$ cat config.mk
export PLATFORM = sky130hd
export DESIGN_NAME = arp_tx_flat
export DESIGN_NICKNAME = d
export VERILOG_FILES = /design/src/rtl/arp_pkg.sv /design/src/rtl/arp_tx_if.sv /design/src/rtl/arp_tx.sv /design/src/flat_wrapper.sv
export SDC_FILE = /design/constraint.sdc
export NUM_CORES = 1
export LEC_CHECK = 0
export CAP_MARGIN = 20
export CORE_MARGIN = 2
export CORE_UTILIZATION = 56
export DETAILED_ROUTE_END_ITERATION = 8
export PLACE_DENSITY_LB_ADDON = 0.1
export SKIP_LAST_GASP = 1
export SYNTH_ARGS = -nofsm -noshare
export SYNTH_HDL_FRONTEND = slang
export SYNTH_SLANG_ARGS = --single-unit
export TNS_END_PERCENT = 50
$ cat constraint.sdc
create_clock -name i_clk -period 1.8 [get_ports i_clk]
set_input_delay 0.27 -clock i_clk [delete_from_list [all_inputs] [get_ports i_clk]]
set_output_delay 0.27 -clock i_clk [all_outputs]
set_load 0.02 [all_outputs]
$ cat src/rtl/arp_pkg.sv
// ARP transmit/receive shared constants: header field values, frame
// lengths, FSM state encoding and the 28-byte payload builder.
package arp_pkg;

    localparam logic [15:0] ARP_HTYPE       = 16'h0001;
    localparam logic [15:0] ARP_PTYPE       = 16'h0800;
    localparam logic [7:0]  ARP_HLEN        = 8'd6;
    localparam logic [7:0]  ARP_PLEN        = 8'd4;
    localparam logic [15:0] ARP_OP_REQ      = 16'h0001;
    localparam logic [15:0] ARP_OP_REP      = 16'h0002;
    localparam int          ARP_LEN         = 28;
    localparam int          ETH_MIN_PAYLOAD = 46;
    localparam int          ARP_BITS        = ARP_LEN * 8;
    localparam logic [47:0] MAC_BCAST       = 48'hFFFF_FFFF_FFFF;

    // Transmit FSM encoding
    localparam logic [1:0] ST_IDLE = 2'd0;
    localparam logic [1:0] ST_LOAD = 2'd1;
    localparam logic [1:0] ST_SEND = 2'd2;

    // Packs the ARP payload in wire order (first byte in the MSBs)
    function automatic logic [ARP_BITS-1:0] arp_build(
        input logic [15:0] op,
        input logic [47:0] sha,
        input logic [31:0] spa,
        input logic [47:0] tha,
        input logic [31:0] tpa
    );
        return {ARP_HTYPE, ARP_PTYPE, ARP_HLEN, ARP_PLEN, op, sha, spa, tha, tpa};
    endfunction

endpackage

$ cat src/rtl/arp_tx_if.sv
// Byte-wide valid/ready stream between the ARP transmitter and the MAC tx layer.
interface arp_tx_if;
    logic [7:0] mac_data;
    logic       mac_last;
    logic       mac_valid;
    logic       mac_ready;

    modport master (output mac_data, output mac_last, output mac_valid, input mac_ready);
    modport slave  (input mac_data, input mac_last, input mac_valid, output mac_ready);
endinterface

$ cat src/rtl/arp_tx.sv
// ARP transmitter: serialises 28-byte ARP request/reply payloads (optionally
// zero-padded to 46 bytes) MSB-first onto a byte stream.
module arp_tx
    import arp_pkg::*;
#(
    parameter logic [47:0] P_SOURCE_MAC = 48'h00_00_00_00_00_00,
    parameter logic [31:0] P_SOURCE_IP  = {8'd192, 8'd168, 8'd1, 8'd2},
    parameter logic [31:0] P_TARGET_IP  = {8'd192, 8'd168, 8'd1, 8'd1},
    parameter bit          P_PAD_EN     = 1'b0
) (
    input  logic        i_clk,
    input  logic        i_rst,
    input  logic [31:0] i_source_ip,
    input  logic        i_s_ip_valid,
    input  logic [31:0] i_target_ip,
    input  logic        i_t_ip_valid,
    input  logic        i_send_req,
    input  logic        i_send_reply,
    input  logic [47:0] i_reply_mac,
    input  logic [31:0] i_reply_ip,
    arp_tx_if.master    mac,
    output logic [47:0] o_dst_mac,
    output logic        o_busy
);

    localparam int         LAST_N   = P_PAD_EN ? ETH_MIN_PAYLOAD : ARP_LEN;
    localparam logic [5:0] LAST_IDX = 6'(LAST_N - 1);

    logic [1:0]          state_q,    state_d;
    logic                kind_rep_q, kind_rep_d;
    logic [31:0]         src_ip_q,   src_ip_d;
    logic [31:0]         tgt_ip_q,   tgt_ip_d;
    logic                pend_req_q, pend_req_d;
    logic                pend_rep_q, pend_rep_d;
    logic [47:0]         rep_mac_q,  rep_mac_d;
    logic [31:0]         rep_ip_q,   rep_ip_d;
    logic [31:0]         cur_ip_q,   cur_ip_d;
    logic [47:0]         dst_mac_q,  dst_mac_d;
    logic [ARP_BITS-1:0] shreg_q,    shreg_d;
    logic [5:0]          cnt_q,      cnt_d;
    logic                is_last;

    assign is_last = (cnt_q == LAST_IDX);

    // Next-state: config updates, trigger capture, FSM and shift/count datapath
    always_comb begin
        state_d    = state_q;
        kind_rep_d = kind_rep_q;
        src_ip_d   = src_ip_q;
        tgt_ip_d   = tgt_ip_q;
        pend_req_d = pend_req_q;
        pend_rep_d = pend_rep_q;
        rep_mac_d  = rep_mac_q;
        rep_ip_d   = rep_ip_q;
        cur_ip_d   = cur_ip_q;
        dst_mac_d  = dst_mac_q;
        shreg_d    = shreg_q;
        cnt_d      = cnt_q;

        if (i_s_ip_valid) src_ip_d = i_source_ip;
        if (i_t_ip_valid) tgt_ip_d = i_target_ip;

        case (state_q)
            ST_IDLE: begin
                // Peer address is copied out of the reply buffer here so that a
                // newer reply landing during LOAD cannot split dst MAC from payload.
                if (pend_rep_q) begin
                    state_d    = ST_LOAD;
                    kind_rep_d = 1'b1;
                    pend_rep_d = 1'b0;
                    dst_mac_d  = rep_mac_q;
                    cur_ip_d   = rep_ip_q;
                end else if (pend_req_q) begin
                    state_d    = ST_LOAD;
                    kind_rep_d = 1'b0;
                    pend_req_d = 1'b0;
                    dst_mac_d  = MAC_BCAST;
                end
            end
            ST_LOAD: begin
                shreg_d = arp_build(kind_rep_q ? ARP_OP_REP : ARP_OP_REQ,
                                    P_SOURCE_MAC,
                                    src_ip_q,
                                    kind_rep_q ? dst_mac_q : 48'h0,
                                    kind_rep_q ? cur_ip_q : tgt_ip_q);
                cnt_d   = 6'd0;
                state_d = ST_SEND;
            end
            ST_SEND: begin
                // Zeros shift in behind the payload, which supplies the pad bytes.
                if (mac.mac_ready) begin
                    shreg_d = shreg_q << 8;
                    cnt_d   = cnt_q + 6'd1;
                    if (is_last) state_d = ST_IDLE;
                end
            end
            default: state_d = ST_IDLE;
        endcase

        // New triggers win over the clear of a flag being served this cycle.
        if (i_send_req) pend_req_d = 1'b1;
        if (i_send_reply) begin
            pend_rep_d = 1'b1;
            rep_mac_d  = i_reply_mac;
            rep_ip_d   = i_reply_ip;
        end
    end

    // State registers with asynchronous active-low reset
    always_ff @(posedge i_clk or negedge i_rst) begin
        if (!i_rst) begin
            state_q    <= ST_IDLE;
            kind_rep_q <= 1'b0;
            src_ip_q   <= P_SOURCE_IP;
            tgt_ip_q   <= P_TARGET_IP;
            pend_req_q <= 1'b0;
            pend_rep_q <= 1'b0;
            rep_mac_q  <= 48'h0;
            rep_ip_q   <= 32'h0;
            cur_ip_q   <= 32'h0;
            dst_mac_q  <= 48'h0;
            shreg_q    <= '0;
            cnt_q      <= 6'd0;
        end else begin
            state_q    <= state_d;
            kind_rep_q <= kind_rep_d;
            src_ip_q   <= src_ip_d;
            tgt_ip_q   <= tgt_ip_d;
            pend_req_q <= pend_req_d;
            pend_rep_q <= pend_rep_d;
            rep_mac_q  <= rep_mac_d;
            rep_ip_q   <= rep_ip_d;
            cur_ip_q   <= cur_ip_d;
            dst_mac_q  <= dst_mac_d;
            shreg_q    <= shreg_d;
            cnt_q      <= cnt_d;
        end
    end

    assign mac.mac_data  = shreg_q[ARP_BITS-1 -: 8];
    assign mac.mac_valid = (state_q == ST_SEND);
    assign mac.mac_last  = (state_q == ST_SEND) && is_last;
    assign o_dst_mac     = dst_mac_q;
    assign o_busy        = (state_q != ST_IDLE);

endmodule

$ cat src/flat_wrapper.sv
// flat-port wrapper written by rule: the top's interface ports become plain ports
module arp_tx_flat import arp_pkg::*;
#(
    parameter logic [47:0] P_SOURCE_MAC = 48'h00_00_00_00_00_00,
    parameter logic [31:0] P_SOURCE_IP  = {8'd192, 8'd168, 8'd1, 8'd2},
    parameter logic [31:0] P_TARGET_IP  = {8'd192, 8'd168, 8'd1, 8'd1},
    parameter bit          P_PAD_EN     = 1'b0
)
  (i_clk, i_rst, i_source_ip, i_s_ip_valid, i_target_ip, i_t_ip_valid, i_send_req, i_send_reply, i_reply_mac, i_reply_ip, o_dst_mac, o_busy, mac_mac_data, mac_mac_last, mac_mac_valid, mac_mac_ready);
  arp_tx_if mac_i ();
  input  logic i_clk;
  input  logic i_rst;
  input  logic [31:0] i_source_ip;
  input  logic i_s_ip_valid;
  input  logic [31:0] i_target_ip;
  input  logic i_t_ip_valid;
  input  logic i_send_req;
  input  logic i_send_reply;
  input  logic [47:0] i_reply_mac;
  input  logic [31:0] i_reply_ip;
  output logic [47:0] o_dst_mac;
  output logic o_busy;
  output wire logic [$bits(mac_i.mac_data)-1:0] mac_mac_data;
  output wire logic [$bits(mac_i.mac_last)-1:0] mac_mac_last;
  output wire logic [$bits(mac_i.mac_valid)-1:0] mac_mac_valid;
  input wire logic [$bits(mac_i.mac_ready)-1:0] mac_mac_ready;
  assign mac_mac_data = mac_i.mac_data;
  assign mac_mac_last = mac_i.mac_last;
  assign mac_mac_valid = mac_i.mac_valid;
  assign mac_i.mac_ready = mac_mac_ready;
  arp_tx #(.P_SOURCE_MAC(P_SOURCE_MAC), .P_SOURCE_IP(P_SOURCE_IP), .P_TARGET_IP(P_TARGET_IP), .P_PAD_EN(P_PAD_EN)) u_core (.i_clk(i_clk), .i_rst(i_rst), .i_source_ip(i_source_ip), .i_s_ip_valid(i_s_ip_valid), .i_target_ip(i_target_ip), .i_t_ip_valid(i_t_ip_valid), .i_send_req(i_send_req), .i_send_reply(i_send_reply), .i_reply_mac(i_reply_mac), .i_reply_ip(i_reply_ip), .mac(mac_i), .o_dst_mac(o_dst_mac), .o_busy(o_busy));
endmodule
==> impl_metrics.ini <==
[run_status]
outcome = complete, but fails checks
violations = negative setup slack

[grt]
grt_max_degree = 97
grtUsageTotal_pct = 25.1
antenna_found_initial = 1
grt.overflow.total = 0
grt_first_pass_wirelength_um = 69000
grt_pass1_vias = 13400

[clock_tree]
clk_latency_ns = 0.55
clk_pin_slew_worst_paths_ns = 0.06
cts.path.max_buffers = 3
cts-buffers-inserted = 47
clockRootBuffer = clkbuf_16
cts_max_level = 2
tritoncts = yes
cts_sinks = 459

[setup_path]
path_cells = clkdlybuf4s50_1
crit_fanout = 3
crit_buf_inv = 1
crit_path_end_kind = output port
critical_path_arrival_ns = 1.57
slowest_delay_ns = 0.63
critPathSlowestCell = clkdlybuf4s50_1
worst_path_dominant_cell_family = buffers and inverters
required_ns = 1.53
critPathLaunchType = register
crit_type = reg2out

[placed_design]
numPortBuffers = 209
gp_congestion = 0.779
dpl_cell_area_um2 = 21400
hpwl_um = 26400
dpl.cell_count = 2198

[detailed_routing]
drt_first_iter_violations = 1161
drcViolationCount = 0
drt-vias-per-instance = 5.70
totalWireLength_um = 42200
first_pass_iters = 5
vias = 13100
antenna_left = 0
drt-wirelength-per-cell_um = 18.4

[timing]
timing.slew.headroom_pct = 62.1
clock.fmax_ghz = 0.543
timing.final.ws_setup_ns = -0.0407
min_period_ns = 1.84
finalSetupViolations = 5
drv_slew = 0
whs_ns = 0.209
hold_viol = 0
worstMarginPinSlew_ns = 0.567
rsz0062_at_grt = yes
finalClockSkew_ns = 0.00762
finalCritPeriodShare_pct = 102

[finish]
area_growth_pct = 24.8
nets = 1962
drive_gt1_share_pct = 19.1
stdcell_count = 2289
fin_util_pct = 71.0
fin_area_um2 = 23100

[logic_synthesis]
yosysUniqueCellTypes = 32
synth_area_um2 = 18500
ys_warn_count = 0
synth_common_cells = dfrtp_1, nand2_1, mux2_2
synth_area_per_cell_um2 = 11.4
yosysSeqAreaShare_pct = 62.2
synth_top_area_share_pct = 60.2
synth-edff-count = 0
syn_inst = 1622
yosys.area.top_type = dfrtp_1
ys_dominant_reg_cell = dfrtp_1
async_flop_share_pct = 100
ys_ff_latch = 459
netlist_top_cells_area = dfrtp_1, mux2_2, nand2_1, nand3_1, a31oi_1
yosysMostFrequentCell = dfrtp_1
syn_nets = 1774

[die]
fp.dieH_um = 186
num_rows = 66
die_area_um2 = 34500
io_pins = 210
start_util_pct = 56.9
coreArea_um2 = 32500
die_w_um = 186

[hold_path]
min-delay-path-class = in2reg

[power_and_ir_drop]
switchingPower_uw = 13300
power_density_nw_per_um2 = 1670
p_int_uw = 25300
p_clk_share_pct = 25.4
p_comb_share_pct = 34.0
leakage_uw = 0.0105
ir_drop_v = 0.00100
seqPwrFrac_pct = 40.7
swShare_pct = 34.5
finalPower_uw = 38600

[job]
drv_cap = 0
-- cell type report --
cell class / count / area (µm²)
antenna: 1 / 2.50
clock inverter: 15 / 159
inverter: 3 / 11.3
clock buffer: 70 / 1420
fill: 2413 / 9440
tap: 442 / 553
sequential: 459 / 11500
multi-input combinational: 1020 / 6410
timing repair buffer: 279 / 3040
-- state kept, by name (all words and copies together) (netlist names) --
register,flops
u_core.cnt_q,6
u_core.cur_ip_q,32
u_core.kind_rep_q,1
u_core.o_dst_mac,48
u_core.pend_rep_q,1
u_core.pend_req_q,1
u_core.rep_ip_q,32
u_core.rep_mac_q,48
u_core.shreg_q,224
u_core.src_ip_q,32
u_core.state_q,2
u_core.tgt_ip_q,32
-- metal layers --
layer / global-route usage, % / vias to the layer above / wire length, µm
met3: 4.46 / 70 / 2120
met4: 6.24 / 0 / 914
li1: - / 6010 / -
met5: 0 / - / 0
met1: 35.7 / 6631 / 18900
met2: 40.4 / 343 / 20300
-- final timing paths --
check / end / cells after the start / slack (ns) / start
setup / recovery: o_dst_mac[4] / 1 / -0.04 / u_core.o_dst_mac[4]$_DFFE_PN0P_
max in group asynchronous: u_core.tgt_ip_q[19]$_DFFE_PN1P_ / 3 / 0.76 / i_rst
hold / removal: u_core.rep_ip_q[11]$_DFFE_PN0P_ / 2 / 0.21 / i_send_reply
setup reg to reg: u_core.shreg_q[92]$_DFFE_PN0P_ / 6 / 0.13 / u_core.state_q[0]$_DFFE_PN0P_
hold reg to reg: u_core.shreg_q[144]$_DFFE_PN0P_ / 2 / 0.47 / u_core.shreg_q[136]$_DFFE_PN0P_
min in group asynchronous: u_core.shreg_q[220]$_DFFE_PN0P_ / 2 / 0.27 / i_rst
-- metrics by stage --
step / setup slack, ns / TNS, ns
CTS: -0.0669 / -1.83
floorplan: 0.0704 / 0
global placement: -0.320 / -21.30
global route: -0.0917 / -0.681
finish: -0.0407 / -0.101
detailed placement: -0.394 / -25.07
-- repair_timing --
item | 4_1_cts | 5_1_grt
pin swaps | 1 | 0
setup buffers | 2 | 1
gates cloned | 0 | 1
endpoints found under the hold margin | 31 | 0
hold buffers | 1 | 0
resized for setup | 32 | 31
endpoints found under the setup margin | 76 | 64
-- cell families after synthesis --
kind of cell	count (synthesis)	synth area share (%)
AND/OR/NAND/NOR	632	14.7
XOR/XNOR	1	0.0473
flip-flops	459	62.2
multiplexers	208	12.4
buffers and inverters	143	3.52
adder cells (fa/ha/maj)	1	0.0676
AO/OA/AOI/OAI	178	7.05
-- cells in the final DEF, fill, tap and decap left out, types with 24 or more instances in the layout --
cell / instances
a31oi_1: 82
mux2_2: 176
a221o_1: 24
nand2_1: 342
nor2_1: 27
buf_12: 26
clkdlybuf4s50_1: 162
nor3_1: 82
o22a_1: 48
dlymetal6s2s_1: 30
nand3_1: 164
dfrtp_1: 444
mux2i_1: 32
clkbuf_16: 50
buf_4: 42
-- power by group through the flow --
stage / registers, µW / logic, µW / clock network, µW
final: 15700 / 13100 / 9790
after global placement: 15700 / 12900 / 0
after CTS: 15700 / 13200 / 9940
after global routing: 16000 / 14400 / 10400
after detailed placement: 15800 / 13200 / 0
after floorplan: 15700 / 8270 / 0
Power figures use the tool's default switching activity.
